<file path="src/rtl/yuv_rgb_frame_ctrl.sv">
// Frame controller for the YUV->RGB path: arms on cfg_en, measures line width and
// frame height against shadowed expectations, and delays timing to match the converter.
module yuv_rgb_frame_ctrl #(
  parameter int LAT = 2,
  parameter int CW  = 12
) (
  input  logic          vid_clk,
  input  logic          rst,
  input  logic          cfg_en,
  input  logic          cfg_bypass,
  input  logic [CW-1:0] cfg_exp_w,
  input  logic [CW-1:0] cfg_exp_h,
  input  logic          err_clr,
  input  logic          TPG_HS,
  input  logic          TPG_VS,
  input  logic          TPG_DE,
  output logic          HS,
  output logic          VS,
  output logic          DE,
  output logic          act_bypass,
  output logic          frm_done,
  output logic [CW-1:0] meas_w,
  output logic [CW-1:0] meas_h,
  output logic          err_w,
  output logic          err_h,
  output logic [1:0]    state
);

  typedef enum logic [1:0] {
    S_IDLE   = 2'd0,
    S_ARM    = 2'd1,
    S_ACTIVE = 2'd2
  } state_t;

  state_t        state_q;
  logic          prev_vs_q, prev_de_q;
  logic [CW-1:0] beat_q, line_q;
  logic [CW-1:0] exp_w_q, exp_h_q;
  logic [CW-1:0] meas_w_q, meas_h_q;
  logic          bypass_q, frm_done_q, err_w_q, err_h_q;
  logic [3:0]    sr_q [LAT];

  logic          vs_rise, de_fall, in_active, line_close, w_mis, h_mis, de_g;
  logic [CW-1:0] beat_inc_d, line_inc_d, line_d;

  assign vs_rise    = TPG_VS & ~prev_vs_q;
  assign de_fall    = ~TPG_DE & prev_de_q;
  assign in_active  = (state_q == S_ACTIVE);
  assign line_close = in_active & de_fall;
  assign beat_inc_d = (beat_q == '1) ? beat_q : beat_q + CW'(1);
  assign line_inc_d = (line_q == '1) ? line_q : line_q + CW'(1);
  // A line closing on the same edge as vsync still belongs to the ending frame.
  assign line_d     = line_close ? line_inc_d : line_q;
  assign w_mis      = line_close & (beat_q != exp_w_q);
  assign h_mis      = in_active & vs_rise & (line_d != exp_h_q);
  assign de_g       = TPG_DE & in_active;

  always_ff @(posedge vid_clk) begin
    if (!rst) begin
      state_q    <= S_IDLE;
      prev_vs_q  <= 1'b0;
      prev_de_q  <= 1'b0;
      beat_q     <= '0;
      line_q     <= '0;
      exp_w_q    <= '0;
      exp_h_q    <= '0;
      meas_w_q   <= '0;
      meas_h_q   <= '0;
      bypass_q   <= 1'b0;
      frm_done_q <= 1'b0;
      err_w_q    <= 1'b0;
      err_h_q    <= 1'b0;
    end else begin
      prev_vs_q  <= TPG_VS;
      prev_de_q  <= TPG_DE;
      frm_done_q <= 1'b0;
      err_w_q    <= (err_w_q & ~err_clr) | w_mis;
      err_h_q    <= (err_h_q & ~err_clr) | h_mis;
      case (state_q)
        S_IDLE: begin
          if (cfg_en) state_q <= S_ARM;
        end
        S_ARM: begin
          if (!cfg_en) begin
            state_q <= S_IDLE;
          end else if (vs_rise) begin
            state_q  <= S_ACTIVE;
            bypass_q <= cfg_bypass;
            exp_w_q  <= cfg_exp_w;
            exp_h_q  <= cfg_exp_h;
            beat_q   <= '0;
            line_q   <= '0;
          end
        end
        S_ACTIVE: begin
          if (de_fall) begin
            meas_w_q <= beat_q;
            beat_q   <= '0;
          end else if (TPG_DE) begin
            beat_q <= beat_inc_d;
          end
          line_q <= line_d;
          if (vs_rise) begin
            frm_done_q <= 1'b1;
            meas_h_q   <= line_d;
            bypass_q   <= cfg_bypass;
            exp_w_q    <= cfg_exp_w;
            exp_h_q    <= cfg_exp_h;
            line_q     <= '0;
            if (!cfg_en) state_q <= S_IDLE;
          end
        end
        default: state_q <= S_IDLE;
      endcase
    end
  end

  // Timing, gated DE and bypass select share one delay line so they stay aligned.
  always_ff @(posedge vid_clk) begin
    if (!rst) begin
      for (int i = 0; i < LAT; i++) sr_q[i] <= '0;
    end else begin
      sr_q[0] <= {TPG_HS, TPG_VS, de_g, bypass_q};
      for (int i = 1; i < LAT; i++) sr_q[i] <= sr_q[i-1];
    end
  end

  assign {HS, VS, DE, act_bypass} = sr_q[LAT-1];
  assign frm_done = frm_done_q;
  assign meas_w   = meas_w_q;
  assign meas_h   = meas_h_q;
  assign err_w    = err_w_q;
  assign err_h    = err_h_q;
  assign state    = state_q;

endmodule

</file>
<file path="config.mk">
export PLATFORM = sky130hd
export DESIGN_NAME = yuv_rgb_frame_ctrl
export DESIGN_NICKNAME = d
export VERILOG_FILES = /design/src/rtl/yuv_rgb_frame_ctrl.sv
export SDC_FILE = /design/constraint.sdc
export NUM_CORES = 1
export LEC_CHECK = 0
export CAP_MARGIN = 10
export CORE_AREA = 2 2 77 152
export DETAILED_ROUTE_END_ITERATION = 16
export DIE_AREA = 0 0 79 154
export SLEW_MARGIN = 10
export SYNTH_ARGS = -nofsm -noshare
export SYNTH_HDL_FRONTEND = slang
export SYNTH_SLANG_ARGS = --single-unit
</file>
<file path="constraint.sdc">
create_clock -name vid_clk -period 2.5 [get_ports vid_clk]
set_input_delay 0.625 -clock vid_clk [delete_from_list [all_inputs] [get_ports vid_clk]]
set_output_delay 0.625 -clock vid_clk [all_outputs]
set_load 0.01 [all_outputs]
</file>
==> results of run 1 <==
[sequential cells by signal (all words and copies together), names as in the netlist]
| name | count |
|---|---|
| bypass_q | 1 |
| frm_done | 1 |
| sr_q | 8 |
| exp_w_q | 12 |
| exp_h_q | 12 |
| err_w | 1 |
| line_q | 12 |
| state | 2 |
| prev_de_q | 1 |
| meas_w | 12 |
| meas_h | 12 |
| err_h | 1 |
| beat_q | 12 |
[through the flow]
step	hold WS [ns]	instance area (µm²)	worst slack, ns
after floorplan	0.412	4280	0.431
after global placement	0.417	5290	-0.299
after detailed placement	0.424	5290	-0.332
after CTS	0.440	5570	0.0355
after global routing	0.463	5650	-0.000951
final	0.435	5650	0.0717
[synth_stat cells (6+ instances only)]
| master | count |
|---|---|
| nor2_1 | 24 |
| nand4_1 | 9 |
| a31oi_1 | 8 |
| o211a_1 | 6 |
| nand3_1 | 10 |
| nand2b_1 | 6 |
| buf_4 | 8 |
| nor2b_1 | 11 |
| xor2_1 | 9 |
| dfxtp_1 | 87 |
| o21ai_0 | 18 |
| and3_1 | 7 |
| a21oi_1 | 14 |
| and2_1 | 16 |
| xnor2_1 | 26 |
| a21boi_0 | 42 |
| nor3_1 | 9 |
| nand2_1 | 112 |
| clkbuf_1 | 20 |
[where the power goes]
| group | switching (µW) | internal, µW | total [µW] | leakage (µW) |
|---|---|---|---|---|
| combinational | 76.2 | 97.5 | 174 | 0.00121 |
| clock | 604 | 688 | 1290 | 0.000139 |
| sequential | 14.0 | 1400 | 1410 | 0.000703 |
| total | 694 | 2190 | 2880 | 0.00205 |
[critical path: cells and delay by family]
family | cells | cell delay (ns)
AO/OA/AOI/OAI | 4 | 0.70
buffers and inverters | 3 | 0.79
AND/OR/NAND/NOR | 3 | 0.50
[cell type report]
cell class                      instances  share of cell area
Tap cell                              140              0.0310
Timing Repair Buffer                  111               0.181
Multi-Input combinational cell        382               0.427
Inverter                                5             0.00332
Sequential cell                        87               0.308
Clock buffer                            9              0.0398
Clock inverter                          7             0.00974
[layer usage]
| metal | share of wire | track usage |
|---|---|---|
| met5 | 0 | 0 |
| met4 | 0.044 | 0.108 |
| met3 | 0.022 | 0.0376 |
| met2 | 0.58 | 0.433 |
| met1 | 0.35 | 0.211 |
[cell families after synthesis]
logic type / share of synthesized area
compound gates: 0.188
xor+xnor: 0.0716
fa+ha+maj: 0.00584
buf+inv: 0.0432
flops: 0.407
mux: 0.0102
simple gates: 0.275
[path summary, 6_finish.rpt]
check,slack [ns],to,startpoint,depth (start not counted)
worst max-delay path,0.07,err_h,TPG_DE,10
worst min-delay path,0.44,sr_q[0][4],sr_q[0][0],1
worst max register to register,0.28,err_h,line_q[3],7
worst min register to register,0.44,sr_q[0][4],sr_q[0][0],1
[repair_timing]
| item | CTS | global route |
|---|---|---|
| gates resized for setup | 0 | 11 |
| setup endpoints to repair | 0 | 1 |
| hold endpoints to repair | 0 | 0 |
| setup buffers | 0 | 3 |
| hold buffers | 0 | 0 |
==> metrics.cfg, run 1 <==
[die]
dieHeight_um = 154
die_w_um = 79
pin_count = 65
core_um2 = 10900
placementRows = 54
start_util = 0.391
fp.dieArea_um2 = 12200

[clocking]
cts_tree = built
cts.sink_count = 87
clk_latency_ns = 0.34
cts.reportedPaths.clkPinSlew_ns = 0.07
cts_buffer_depth = 2
htreeDepth = 3
cts_root_buffer = clkbuf_16
cts_buffers = 9

[sta]
fmax_ghz = 0.412
timing.final.crit_share = 0.971
finClkSkew_ns = 0.00780
slew_headroom = 0.577
setup_viol = 0
hold_viol = 0
finalCriticalPeriod_ns = 2.43
tns_ns = 0
final_max_slew_viol_count = 0
worstMarginPinSlew_ns = 0.633

[cells_and_area]
antennaDiodeCount = 0
postLayoutCoreUtil = 0.516
nFillCells = 1098
layout-drive-gt1-share = 0.148
fin_nets = 630
multi_input_area_um2 = 2410
layout.cells.most_common = nand2_1
fin_cells = 741
layout_common_cells = nand2_1, dfxtp_1, clkdlybuf4s50_1, a21boi_0, buf_4
seqCellArea_um2 = 1740
syn2layout_area_growth_pct = 31.9

[synth]
yosys_warnings = 0
synth_cell_types = 58
synth_edf_count = 0
ys_top_cells_by_area = dfxtp_1, nand2_1, a21boi_0, xnor2_1, and2_1
ys.flop_type = dfxtp_1
async_reset_ff_frac = 0
yosysSeqAreaShare = 0.407
netlist_instances = 507
netlist_area_um2 = 4280
syn-num-nets = 541
synth_top_area_share = 0.407
syn_avg_cell_area_um2 = 8.45
synth_top_area_cell = dfxtp_1
ys_ff_latch = 87

[critical_path]
critPathKind = in2reg
critical_path_arrival_ns = 2.64
crit_chain = clkdlybuf4s50_1 > nand4bb_4 > buf_6 > a311oi_4 > buf_4 > nor3_1 > a31oi_1 > o211ai_1 > nor3_2 > a31oi_1
cp_common_cell = a31oi_1
max_stage_delay_ns = 0.45
critPathRequiredTime_ns = 2.71
critPathCaptureType = flip-flop
critPathMaxFanout = 5
crit_slowest_cell = clkdlybuf4s50_1
critPathLaunchType = input pin

[global_route]
grt.total_usage = 0.221
grt_max_degree = 33
antenna_found_initial = 0
grt.overflow.total = 0
grt_pass1_wl_mm = 20.6
grt_pass1_vias = 4045

[worst_hold_path]
hold_class = reg2reg

[place]
portBuffers = 64
gp_congestion = 0.888
placed_cells = 722
dp_hpwl_mm = 9.77

[pwr]
finalPower_uw = 2880
leakagePower_uw = 0.00205
powerDensity_nw_per_um2 = 510
vdd_drop_max_uv = 393

[route]
drt_iter0_drc = 212
wl_per_cell_um = 17.0
drt_first_pass_iters = 4
postRouteAntennaNets = 0
vias = 3832
wl_mm = 12.6
drc_errors = 0
vias_per_cell = 5.17

[status]
status = finished, final reports clean

[job]
max_cap_violations = 0

Note: power is estimated with default switching activity, not from simulation.
==> inputs of run 2 (changes only) <==
--- a/config.mk
+++ b/config.mk
@@ -9,6 +9,7 @@
 export CORE_AREA = 2 2 77 152
 export DETAILED_ROUTE_END_ITERATION = 16
 export DIE_AREA = 0 0 79 154
+export DONT_BUFFER_PORTS = 1
 export SLEW_MARGIN = 10
 export SYNTH_ARGS = -nofsm -noshare
 export SYNTH_HDL_FRONTEND = slang
==> constraint.sdc (replaced) <==
create_clock -name vid_clk -period 2 [get_ports vid_clk]
set_input_delay 0.5 -clock vid_clk [delete_from_list [all_inputs] [get_ports vid_clk]]
set_output_delay 0.5 -clock vid_clk [all_outputs]
set_load 0.01 [all_outputs]
==> metrics.cfg, run 2 (synthesis gave the netlist of run 1 again) <==
[global_route]
grt_pass1_vias = 3929  ; -2.9%
grt.overflow.total = 0  ; unchanged
grt.total_usage = 0.220  ; -0.000681
grt_max_degree = 81  ; +150%
grt_pass1_wl_mm = 20.2  ; -1.7%
antenna_found_initial = 0  ; unchanged

[pwr]
leakagePower_uw = 0.00200  ; -2.3%
finalPower_uw = 3480  ; +21%
vdd_drop_max_uv = 574  ; +46%
powerDensity_nw_per_um2 = 652  ; +28%

[worst_hold_path]
hold_path_depth = 1  ; unchanged
min_to = sr_q[0][2]
hold_class = in2reg
hp-start = TPG_VS

[place]
dp_hpwl_mm = 10.1  ; +3.6%
gp_congestion = 0.941  ; +6.0%
placed_cells = 689  ; -4.6%
dpl_worst_slack_ns = -0.142  ; +0.189 ns
dpl_cell_area_um2 = 4900  ; -7.4%
portBuffers = 0  ; -100%

[sta]
finalCriticalPeriod_ns = 1.95
final.setup.worst_slack_ns = 0.0531  ; -0.0186 ns
final_max_slew_viol_count = 0  ; unchanged
finClkSkew_ns = 0.0113  ; +0.00354 ns
hold_viol = 0  ; unchanged
setup_viol = 0  ; unchanged
fmax_ghz = 0.514
tns_ns = 0  ; unchanged
timing.final.crit_share = 0.973
rsz0062_at_grt = yes
worstMarginPinSlew_ns = 0.434  ; -0.199 ns
slew_headroom = 0.710  ; +0.133

[critical_path]
max_stage_delay_ns = 0.36  ; -0.09 ns
crit_chain = ha_4 > nand2_2 > buf_4 > o21ai_0 > and3_1 > xnor2_1 > nor2_1 > a2111oi_2 > a31oi_1
critPathKind = reg2reg
r2r_cells = 9  ; +2
path_buf_inv = 1  ; -2
critPathCaptureType = flip-flop
critPathRequiredTime_ns = 2.22  ; -0.49 ns
rrSetupSlack_ns = 0.05  ; -0.23 ns
critical_path_arrival_ns = 2.17  ; -0.47 ns
crit-reg2reg-launch = line_q[0]
r2r-end = err_h
critPathLaunchType = flip-flop
crit_family = compound AO/OA/AOI/OAI gates
critPathMaxFanout = 4  ; -1
crit_slowest_cell = dfxtp_4

[cells_and_area]
layout_common_cells = nand2_1, dfxtp_1, buf_4, a21boi_0, xnor2_1
seqCellArea_um2 = 1750  ; +0.65%
antennaDiodeCount = 0  ; unchanged
nFillCells = 1117  ; +1.7%
fin_cells = 709  ; -4.3%
multi_input_area_um2 = 2460  ; +2.1%
fin_nets = 598  ; -5.1%
syn2layout_area_growth_pct = 24.4
final_cell_area_um2 = 5330  ; -5.7%
layout.cells.most_common = nand2_1
layout-drive-gt1-share = 0.230  ; +0.0821

[die]
placementRows = 54  ; unchanged
start_util = 0.391  ; unchanged
fp.dieArea_um2 = 12200  ; unchanged
pin_count = 65  ; unchanged
dieHeight_um = 154  ; unchanged
core_um2 = 10900  ; unchanged
die_w_um = 79  ; unchanged

[route]
drc_errors = 0  ; unchanged
vias_per_cell = 5.24  ; +1.4%
wl_per_cell_um = 18.2  ; +7.0%
drt_iter0_drc = 165  ; -22%
vias = 3717  ; -3.0%
drt_first_pass_iters = 5  ; +1
wl_mm = 12.9  ; +2.4%
postRouteAntennaNets = 0  ; unchanged

[clocking]
cts_buffer_depth = 2  ; unchanged
cts_root_buffer = clkbuf_16
cts_buffers = 9  ; unchanged
cts.sink_count = 87  ; unchanged
cts.reportedPaths.clkPinSlew_ns = 0.07  ; about the same
cts_tree = built
htreeDepth = 3  ; unchanged
clk_latency_ns = 0.34  ; about the same
cts_hold_buffers = 0  ; unchanged

[job]
max_cap_violations = 0  ; unchanged

[status]
status = finished, final reports clean

## run 2: cell count changes in the layout (fill, tap and decap cells not counted), sizes merged
| cell | previous run | this run |
|---|---|---|
| clkinvlp | 1 | 2 |
| buf | 48 | 79 |
| clkdlybuf4s50 | 63 | 0 |
| inv | 9 | 6 |
| clkbuf | 9 | 11 |
## run 2: repair_timing
| item | in CTS | in global routing |
|---|---|---|
| setup buffers | 0 | 4 |
| endpoints found under the setup margin | 1 | 7 |
| pin swaps | 1 | 7 |
| endpoints found under the hold margin | 0 | 0 |
| gates resized for setup | 8 | 19 |
## run 2: area by class of cell
class                           instances  share of cell area
Clock buffer                           11              0.0455
Clock inverter                          5             0.00774
Inverter                                5             0.00352
Multi-Input combinational cell        382               0.462
Sequential cell                        87               0.329
Tap cell                              140              0.0329
Timing Repair Buffer                   79               0.120
## run 2: metrics by stage
step	hold WS [ns]	utilization
3_3_place_gp	0.414	0.447
6_report	0.279	0.487
5_1_grt	0.279	0.487
2_1_floorplan	0.412	-
4_1_cts	0.274	0.476
3_5_place_dp	0.419	0.447
## run 2: report_power, final
group	internal, µW	total [µW]	switching, µW
logic	60.2	121	61.0
registers	1750	1770	17.5
clock network	884	1590	703
total	2690	3480	781
## run 2: worst max-delay path by stage
| stage | depth (start not counted) | from | endpoint | slack [ns] |
|---|---|---|---|---|
| floorplan | 8 | TPG_DE | err_h | 0.06 |
| global placement | 9 | line_q[0] | err_h | -0.16 |
| detailed placement | 8 | TPG_DE | err_h | -0.14 |
| CTS | 9 | line_q[1] | err_h | 0.001 |
| global route | 8 | line_q[5] | err_h | -0.04 |
| finish | 9 | line_q[0] | err_h | 0.05 |
## run 2: layer usage
metal,global-route usage,share of wire
met5,0,0
met4,0.131,0.057
met3,0.0370,0.025
met2,0.433,0.58
met1,0.200,0.34
==> inputs of run 3 (changes only) <==
--- a/config.mk
+++ b/config.mk
@@ -5,7 +5,7 @@
 export SDC_FILE = /design/constraint.sdc
 export NUM_CORES = 1
 export LEC_CHECK = 0
-export CAP_MARGIN = 10
+export CAP_MARGIN = 15
 export CORE_AREA = 2 2 77 152
 export DETAILED_ROUTE_END_ITERATION = 16
 export DIE_AREA = 0 0 79 154
==> results of run 3 <==
The final DEF is identical to that of run 2; final timing and power are the same.
